File: src/rtl/ps2_host_tx.sv
`default_nettype none
// ============================================================================
// Module      : ps2_host_tx
// Description : Host-to-device PS/2 command transmitter (request-to-send,
//               bit-serial on device clock falls, ACK check, timeout).
//               Optional macro PS2_HOST_TX_RETRY_EN: up to 2 automatic retries.
// Revision    : 1.0 - initial release
// ============================================================================
module ps2_host_tx #(
    parameter int CLK_HZ         = 12000000,
    parameter int INHIBIT_US     = 100,
    parameter int TIMEOUT_CYCLES = 24000
) (
    input  logic       clk,
    input  logic       rst,
    input  logic       ps2clk_in,
    input  logic       ps2data_in,
    output logic       ps2clk_oe,
    output logic       ps2data_oe,
    input  logic [7:0] tx_data,
    input  logic       tx_start,
    output logic       busy,
    output logic       done,
    output logic       error
);

    localparam int c_inhibit_cycles = CLK_HZ / 1000000 * INHIBIT_US;
    localparam int c_cnt_max = (c_inhibit_cycles > TIMEOUT_CYCLES) ? c_inhibit_cycles : TIMEOUT_CYCLES;
    localparam int c_cnt_w   = $clog2(c_cnt_max + 1);
    localparam logic [c_cnt_w-1:0] c_inh_last = c_cnt_w'(c_inhibit_cycles - 1);
    localparam logic [c_cnt_w-1:0] c_to_last  = c_cnt_w'(TIMEOUT_CYCLES - 1);

    localparam logic [2:0] c_st_idle    = 3'd0;
    localparam logic [2:0] c_st_inhibit = 3'd1;
    localparam logic [2:0] c_st_rts     = 3'd2;
    localparam logic [2:0] c_st_data    = 3'd3;
    localparam logic [2:0] c_st_ack     = 3'd4;
    localparam logic [2:0] c_st_wait    = 3'd5;

    logic               r_clk_s1, r_clk_s2, r_dat_s1, r_dat_s2;
    logic [2:0]         r_clk_sh;
    logic               r_clk_f, r_clk_f_d;
    logic               w_fall;

    logic [2:0]         r_state, w_state_nxt;
    logic [c_cnt_w-1:0] r_cnt, w_cnt_nxt;
    logic [8:0]         r_shift, w_shift_nxt;
    logic [3:0]         r_bitcnt, w_bitcnt_nxt;
    logic               r_ok, w_ok_nxt;
    logic               r_clk_oe, w_clk_oe_nxt;
    logic               r_data_oe, w_data_oe_nxt;
    logic               r_busy, w_busy_nxt;
    logic               r_done, w_done_nxt;
    logic               r_error, w_error_nxt;
    logic               w_fail;
`ifdef PS2_HOST_TX_RETRY_EN
    logic [1:0]         r_retry, w_retry_nxt;
    logic [7:0]         r_byte, w_byte_nxt;
`endif

    // Pads are asynchronous; CLK also gets a 3-sample glitch filter
    always_ff @(posedge clk) begin
        if (rst) begin
            r_clk_s1  <= 1'b1;
            r_clk_s2  <= 1'b1;
            r_dat_s1  <= 1'b1;
            r_dat_s2  <= 1'b1;
            r_clk_sh  <= 3'b111;
            r_clk_f   <= 1'b1;
            r_clk_f_d <= 1'b1;
        end else begin
            r_clk_s1  <= ps2clk_in;
            r_clk_s2  <= r_clk_s1;
            r_dat_s1  <= ps2data_in;
            r_dat_s2  <= r_dat_s1;
            r_clk_sh  <= {r_clk_sh[1:0], r_clk_s2};
            if (&r_clk_sh)
                r_clk_f <= 1'b1;
            else if (~|r_clk_sh)
                r_clk_f <= 1'b0;
            r_clk_f_d <= r_clk_f;
        end
    end

    assign w_fall = r_clk_f_d & ~r_clk_f;

    always_comb begin
        w_state_nxt   = r_state;
        w_cnt_nxt     = r_cnt;
        w_shift_nxt   = r_shift;
        w_bitcnt_nxt  = r_bitcnt;
        w_ok_nxt      = r_ok;
        w_clk_oe_nxt  = r_clk_oe;
        w_data_oe_nxt = r_data_oe;
        w_busy_nxt    = r_busy;
        w_done_nxt    = 1'b0;
        w_error_nxt   = 1'b0;
        w_fail        = 1'b0;
`ifdef PS2_HOST_TX_RETRY_EN
        w_retry_nxt   = r_retry;
        w_byte_nxt    = r_byte;
`endif
        // Device-clock watchdog for every state after the inhibit phase
        if (r_state == c_st_rts || r_state == c_st_data ||
            r_state == c_st_ack || r_state == c_st_wait) begin
            if (w_fall)
                w_cnt_nxt = '0;
            else if (r_cnt == c_to_last)
                w_fail = 1'b1;
            else
                w_cnt_nxt = r_cnt + 1'b1;
        end

        case (r_state)
            c_st_idle: begin
                w_clk_oe_nxt  = 1'b0;
                w_data_oe_nxt = 1'b0;
                w_busy_nxt    = 1'b0;
                if (tx_start && !r_done && !r_error) begin
                    w_state_nxt  = c_st_inhibit;
                    w_cnt_nxt    = '0;
                    w_shift_nxt  = {~^tx_data, tx_data};
                    w_clk_oe_nxt = 1'b1;
                    w_busy_nxt   = 1'b1;
`ifdef PS2_HOST_TX_RETRY_EN
                    w_retry_nxt  = 2'd0;
                    w_byte_nxt   = tx_data;
`endif
                end
            end
            c_st_inhibit: begin
                if (r_cnt == c_inh_last) begin
                    w_cnt_nxt     = '0;
                    w_data_oe_nxt = 1'b1;
                    w_state_nxt   = c_st_rts;
                end else begin
                    w_cnt_nxt = r_cnt + 1'b1;
                end
            end
            c_st_rts: begin
                w_clk_oe_nxt = 1'b0;
                w_bitcnt_nxt = 4'd0;
                w_state_nxt  = c_st_data;
            end
            c_st_data: begin
                if (w_fall) begin
                    if (r_bitcnt == 4'd9) begin
                        w_data_oe_nxt = 1'b0;
                        w_state_nxt   = c_st_ack;
                    end else begin
                        w_data_oe_nxt = ~r_shift[0];
                        w_shift_nxt   = {1'b0, r_shift[8:1]};
                        w_bitcnt_nxt  = r_bitcnt + 4'd1;
                    end
                end
            end
            c_st_ack: begin
                if (w_fall) begin
                    w_ok_nxt    = ~r_dat_s2;
                    w_state_nxt = c_st_wait;
                end
            end
            c_st_wait: begin
                if (r_clk_f && r_dat_s2) begin
                    if (r_ok) begin
                        w_done_nxt  = 1'b1;
                        w_busy_nxt  = 1'b0;
                        w_state_nxt = c_st_idle;
                    end else begin
                        w_fail = 1'b1;
                    end
                end
            end
            default: w_state_nxt = c_st_idle;
        endcase

        if (w_fail) begin
            w_done_nxt    = 1'b0;
            w_clk_oe_nxt  = 1'b0;
            w_data_oe_nxt = 1'b0;
            w_error_nxt   = 1'b1;
            w_busy_nxt    = 1'b0;
            w_state_nxt   = c_st_idle;
`ifdef PS2_HOST_TX_RETRY_EN
            if (r_retry != 2'd2) begin
                w_retry_nxt  = r_retry + 2'd1;
                w_error_nxt  = 1'b0;
                w_busy_nxt   = 1'b1;
                w_clk_oe_nxt = 1'b1;
                w_cnt_nxt    = '0;
                w_shift_nxt  = {~^r_byte, r_byte};
                w_state_nxt  = c_st_inhibit;
            end
`endif
        end
    end

    always_ff @(posedge clk) begin
        if (rst) begin
            r_state   <= c_st_idle;
            r_cnt     <= '0;
            r_shift   <= '0;
            r_bitcnt  <= '0;
            r_ok      <= 1'b0;
            r_clk_oe  <= 1'b0;
            r_data_oe <= 1'b0;
            r_busy    <= 1'b0;
            r_done    <= 1'b0;
            r_error   <= 1'b0;
`ifdef PS2_HOST_TX_RETRY_EN
            r_retry   <= 2'd0;
            r_byte    <= 8'd0;
`endif
        end else begin
            r_state   <= w_state_nxt;
            r_cnt     <= w_cnt_nxt;
            r_shift   <= w_shift_nxt;
            r_bitcnt  <= w_bitcnt_nxt;
            r_ok      <= w_ok_nxt;
            r_clk_oe  <= w_clk_oe_nxt;
            r_data_oe <= w_data_oe_nxt;
            r_busy    <= w_busy_nxt;
            r_done    <= w_done_nxt;
            r_error   <= w_error_nxt;
`ifdef PS2_HOST_TX_RETRY_EN
            r_retry   <= w_retry_nxt;
            r_byte    <= w_byte_nxt;
`endif
        end
    end

    assign ps2clk_oe  = r_clk_oe;
    assign ps2data_oe = r_data_oe;
    assign busy       = r_busy;
    assign done       = r_done;
    assign error      = r_error;

endmodule
`default_nettype wire

File: config.mk
export PLATFORM = sky130hd
export DESIGN_NAME = ps2_host_tx
export DESIGN_NICKNAME = d
export VERILOG_FILES = /design/src/rtl/ps2_host_tx.sv
export SDC_FILE = /design/constraint.sdc
export NUM_CORES = 1
export LEC_CHECK = 0
export CORE_AREA = 5 5 108 85
export DETAILED_ROUTE_END_ITERATION = 12
export DIE_AREA = 0 0 113 90
export SYNTH_ARGS = -nofsm -noshare
export SYNTH_HDL_FRONTEND = slang
export SYNTH_SLANG_ARGS = --single-unit
File: constraint.sdc
create_clock -name clk -period 2.7 [get_ports clk]
set_input_delay 0.675 -clock clk [delete_from_list [all_inputs] [get_ports clk]]
set_output_delay 0.675 -clock clk [all_outputs]
set_load 0.1 [all_outputs]
* After elaboration in Yosys (flattened, before gate mapping) *
Index checks and enable logic that the tools add are counted.

storage, ports and cells
  flip-flop bits (word level) = 46
  logic and storage cells = 105
  input bits = 13
  output and inout bits = 5

cells by class
  mux-type cells = 38
  reduce and logical (&&, ||, !) cells = 26
  bitwise logic cells = 6
  $add $sub $neg = 2
  equality and inequality tests = 16

operator list
  operator                                                                  count
  15-bit 2-to-1 mux                                                         5
  15-bit case mux with 2 select lines                                       1
  9-bit 2-to-1 mux                                                          3
  3-bit 2-to-1 mux                                                          7
  3-bit case mux with 6 select lines                                        1
  9-bit case mux with 2 select lines                                        1
  15-bit by 1-bit adder with 15-bit output (second input constant)          1
  15-bit by 11-bit equality test with 1-bit output (second input constant)  1
  15-bit equality test (second input constant)                              1
  1-bit 2-to-1 mux                                                          14
  2-bit inequality test (second input constant)                             6
  3-bit AND reduction                                                       4
  4-bit 2-to-1 mux                                                          2
  4-bit case mux with 2 select lines                                        1
  2-bit nonzero test                                                        4
  8-bit XNOR reduction                                                      1
  7-bit AND reduction                                                       1
  3-bit by 2-bit equality test with 1-bit output (second input constant)    2
  3-bit equality test (second input constant)                               2
  1-bit inverter                                                            5
  4-bit by 1-bit adder with 4-bit output (second input constant)            1
  4-bit equality test (second input constant)                               1
  2-bit by 1-bit inequality test with 1-bit output (second input constant)  2
  1-bit case mux with 2 select lines                                        2
  other kinds (13)                                                          19

* Logic depth before layout (Yosys ltp) *
Gate-level depths: netlist of the first run.

  depth in word-level cells = 9
  mapped depth = 8
  mapped depth without buffers = 7

* Worst setup path after synthesis of the first run *
No wires, ideal clock.

  kind = reg2reg
  start point = register r_done, in the netlist done
  end point = register r_cnt[9]
  required time = 2552 ps
  cell stages (with the launch flop) = 6
  setup time = 148 ps
  slack = 401 ps
  path buffers = 0
  arrival time = 2151 ps
  period minus slack after synthesis = 2299 ps
  cells stage by stage = dfxtp_1 -> or3b_2 -> a221oi_1 -> nor2_1 -> o21bai_1 -> a221oi_1

between the ends
  longest elaborated chain between the ends = 5

RTL lines
  what                                 RTL line  text
  start: declaration                   53        logic r_done, w_done_nxt;
  start signal: assignment             223       r_done <= w_done_nxt;
  1-bit zero test                      119       if (tx_start && !r_done && !r_error) begin
  1-bit logical AND (2 in series)      119
  15-bit 2-to-1 mux                    119
  15-bit case mux with 2 select lines  114       case (r_state)
  end signal: assignment               216       r_cnt <= w_cnt_nxt;
  end: declaration                     46        logic [c_cnt_w-1:0] r_cnt, w_cnt_nxt;

No other way between the ends.
A chain may end at the register's enable or synchronous reset.

* Final worst setup path of the first run *
  start point = input tx_start
  end point = register r_cnt[12]

between the ends
  longest elaborated chain between the ends = 4

RTL lines
  what                                 RTL line  text
  start: declaration                   21        input logic tx_start,
  1-bit logical AND (2 in series)      119
  15-bit 2-to-1 mux                    119
  15-bit case mux with 2 select lines  114

No other way between the ends.

==> impl_metrics.env, run 1 <==
export IMPL_async_flop_share=0
export IMPL_criticalPathCategory="in2reg"
export IMPL_finalSetupViolCount=0
export IMPL_grt_pass1_vias=1894
export IMPL_routed_wl_um=5020
export IMPL_clk_latency_ns=0.30
export IMPL_stdcell_count=404
export IMPL_synth_top_family_by_area="simple AND/OR/NAND/NOR gates"
export IMPL_initial_core_util=0.287
export IMPL_grt_setup_unrepaired="false"
export IMPL_drive_above_1_share=0.115
export IMPL_cp_slowest_cell="or3b_2"
export IMPL_drc=0
export IMPL_synth_avg_cell_area_um2=8.37
export IMPL_cts_max_level=2
export IMPL_die_h_um=90
export IMPL_p_leak_nw=0.970
export IMPL_yosys_cell_types_count=49
export IMPL_worst_path_max_fanout=8
export IMPL_grt_usage=0.104
export IMPL_cts_tree="yes"
export IMPL_synthTopCellsByArea="dfxtp_1, nor2_1, a211oi_1"
export IMPL_synth_area_mux_share=0.0432
export IMPL_status="complete, no violations"
export IMPL_clock_sinks=46
export IMPL_power_density_nw_per_um2=556
export IMPL_io_pins=18
export IMPL_dp_hpwl_um=3720
export IMPL_vias_per_cell=5.07
export IMPL_synth_top_flop_cell="dfxtp_1"
export IMPL_dieArea_um2=10200
export IMPL_globalRouteOverflowTotal=0
export IMPL_min_from="r_clk_s2"
export IMPL_synth_xor_area_frac=0.0453
export IMPL_fin_skew_ns=0.0113
export IMPL_yosysTopAreaCell="dfxtp_1"
export IMPL_period_needed_ns=2.35
export IMPL_cp_cell_sequence="clkdlybuf4s50_1, or3b_2, a221oi_1, buf_4, nor2_1, nand2_1, a311oi_1"
export IMPL_fmax_mhz=426
export IMPL_required_ns=2.87
export IMPL_cts_root_buffer="clkbuf_8"
export IMPL_nets=312
export IMPL_grt_pass1_wl_um=9050
export IMPL_cts_resized=0
export IMPL_crit_start="tx_start"
export IMPL_port_buffers=17
export IMPL_finalCritPeriodShare=0.869
export IMPL_wl_per_cell_um=12.4
export IMPL_path_delay_family="simple AND/OR/NAND/NOR gates"
export IMPL_cts_setup_buffers=0
export IMPL_synthAdderAreaFrac=0.0162
export IMPL_synth_edf_count=0
export IMPL_grt_max_degree=24
export IMPL_cts_buffers_inserted=5
export IMPL_yosys_area_share_simple=0.281
export IMPL_coreArea_um2=8090
export IMPL_diodes=0
export IMPL_cts_path_max_buffers=2
export IMPL_row_count=29
export IMPL_irDropWorstVdd_mv=0.251
export IMPL_start_kind="input port"
export IMPL_die_x_um=113
export IMPL_netlist_area_leader_share=0.397
export IMPL_yosys_warnings=0
export IMPL_cts_hold_buf=0
export IMPL_synth_cells=277
export IMPL_yosys_cell_count_top_type="dfxtp_1"
export IMPL_place_inst=397
export IMPL_syn_cell_area_um2=2320
export IMPL_synth_nets=293
export IMPL_gp_congestion=0.816
export IMPL_area_growth_pct=16.7
export IMPL_finalHoldViolCount=0
export IMPL_worst_path_buf_inv=2
export IMPL_end_kind="flop"
export IMPL_finalMaxSlewViolations=0
export IMPL_tns_ns=0
export IMPL_worstReg2RegStart="r_cnt[0]"
export IMPL_ys_seq_area_frac=0.397
export IMPL_drv_cap=0
export IMPL_tightestPinTransition_ns=0.773
export IMPL_num_vias=2047
export IMPL_drt_iter0_markers=97
export IMPL_relSlewSlack=0.483
export IMPL_ant_nets=0
export IMPL_clk_pin_slew_ns=0.09
export IMPL_synth_common_cells="dfxtp_1, nor2_1, nand2_1"
export IMPL_drtPass1Iterations=4
export IMPL_synth_seq_cells=46
export IMPL_grt_antenna_before_repair=0
export IMPL_slowest_delay_ns=0.48
export IMPL_hold_class="reg2reg"
export IMPL_crit_arrival_ns=2.51
export IMPL_synth_compound_area_frac=0.188
==> layer usage <==
metal  up-vias  track usage  share of wire
met4         0       0.0330          0.011
met5         -            0              0
li1       1050            -              -
met3         5       0.0188          0.044
met2        43        0.147           0.42
met1       949        0.156           0.52
==> report_power, final <==
group | leakage (nW) | total, mW | switching [mW] | internal [mW]
clock | 0.0373 | 0.407 | 0.229 | 0.178
sequential | 0.375 | 0.755 | 0.0366 | 0.719
combinational | 0.558 | 0.343 | 0.211 | 0.133
total | 0.970 | 1.51 | 0.476 | 1.03
==> worst paths after layout <==
check,end,slack (ns),cells past startpoint
setup / recovery,r_cnt[12],0.35,7
hold / removal,r_clk_sh[0],0.41,1
hold reg to reg,r_clk_sh[0],0.41,1
setup reg to reg,r_state[1],0.43,6
==> stage by stage <==
step                       util  total power [mW]  cell area, um2  hold slack (ns)  setup slack (ns)
final                     0.334              1.51            2710            0.414             0.354
after global routing      0.334              1.59            2710            0.431             0.199
after CTS                 0.334              1.52            2710            0.421             0.351
after detailed placement  0.324              1.11            2630            0.398            0.0398
after global placement    0.324              1.11            2630            0.391            0.0796
after floorplan               -              1.01            2320            0.389             0.401
==> sequential cells by signal, summed over array words and instances, names as in the netlist <==
name / flops
r_clk_f_d: 1
r_clk_s1: 1
r_bitcnt: 4
r_dat_s2: 1
busy: 1
r_ok: 1
ps2clk_oe: 1
r_shift: 9
r_cnt: 15
ps2data_oe: 1
r_clk_f: 1
r_state: 3
r_dat_s1: 1
error: 1
done: 1
r_clk_sh: 3
r_clk_s2: 1
==> logic make-up after synthesis <==
group,after synthesis
AOI/OAI and AO/OA,65
xor gates and xnor gates,12
adders and majority gates,3
buffers and inverters,18
DFF,46
muxes,10
and+or+nand+nor,123
==> cell type report <==
class	count	area [um2]
fillers	833	5390
multi-input cells	213	1330
flip-flops and latches	46	921
repair buffers	26	225
well taps	108	135
clock buffers	6	72.6
inverters	4	15.0
clock inverters	1	7.51
==> cells in the final DEF, fill, tap and decap left out, types with 4 or more instances in the layout <==
cell	Yosys	layout
nand4_1	7	7
clkdlybuf4s50_1	0	12
nand2_1	20	20
a21oi_1	19	19
a211oi_1	15	15
nand3_1	11	11
nand2b_1	6	6
buf_4	0	14
nor3_1	9	9
clkbuf_8	0	5
mux2i_1	10	10
xnor2_1	10	10
nor2_1	37	37
o21ai_0	7	7
inv_1	4	4
a311oi_1	4	4
or2_2	8	8
dfxtp_1	46	46
(Power assumes the default switching activity.)
==> run 2: changes to the inputs <==
SLEW_MARGIN = 10   (was not set)
==> results of run 2 <==
Final layout, timing and power as in run 1 (identical DEF).
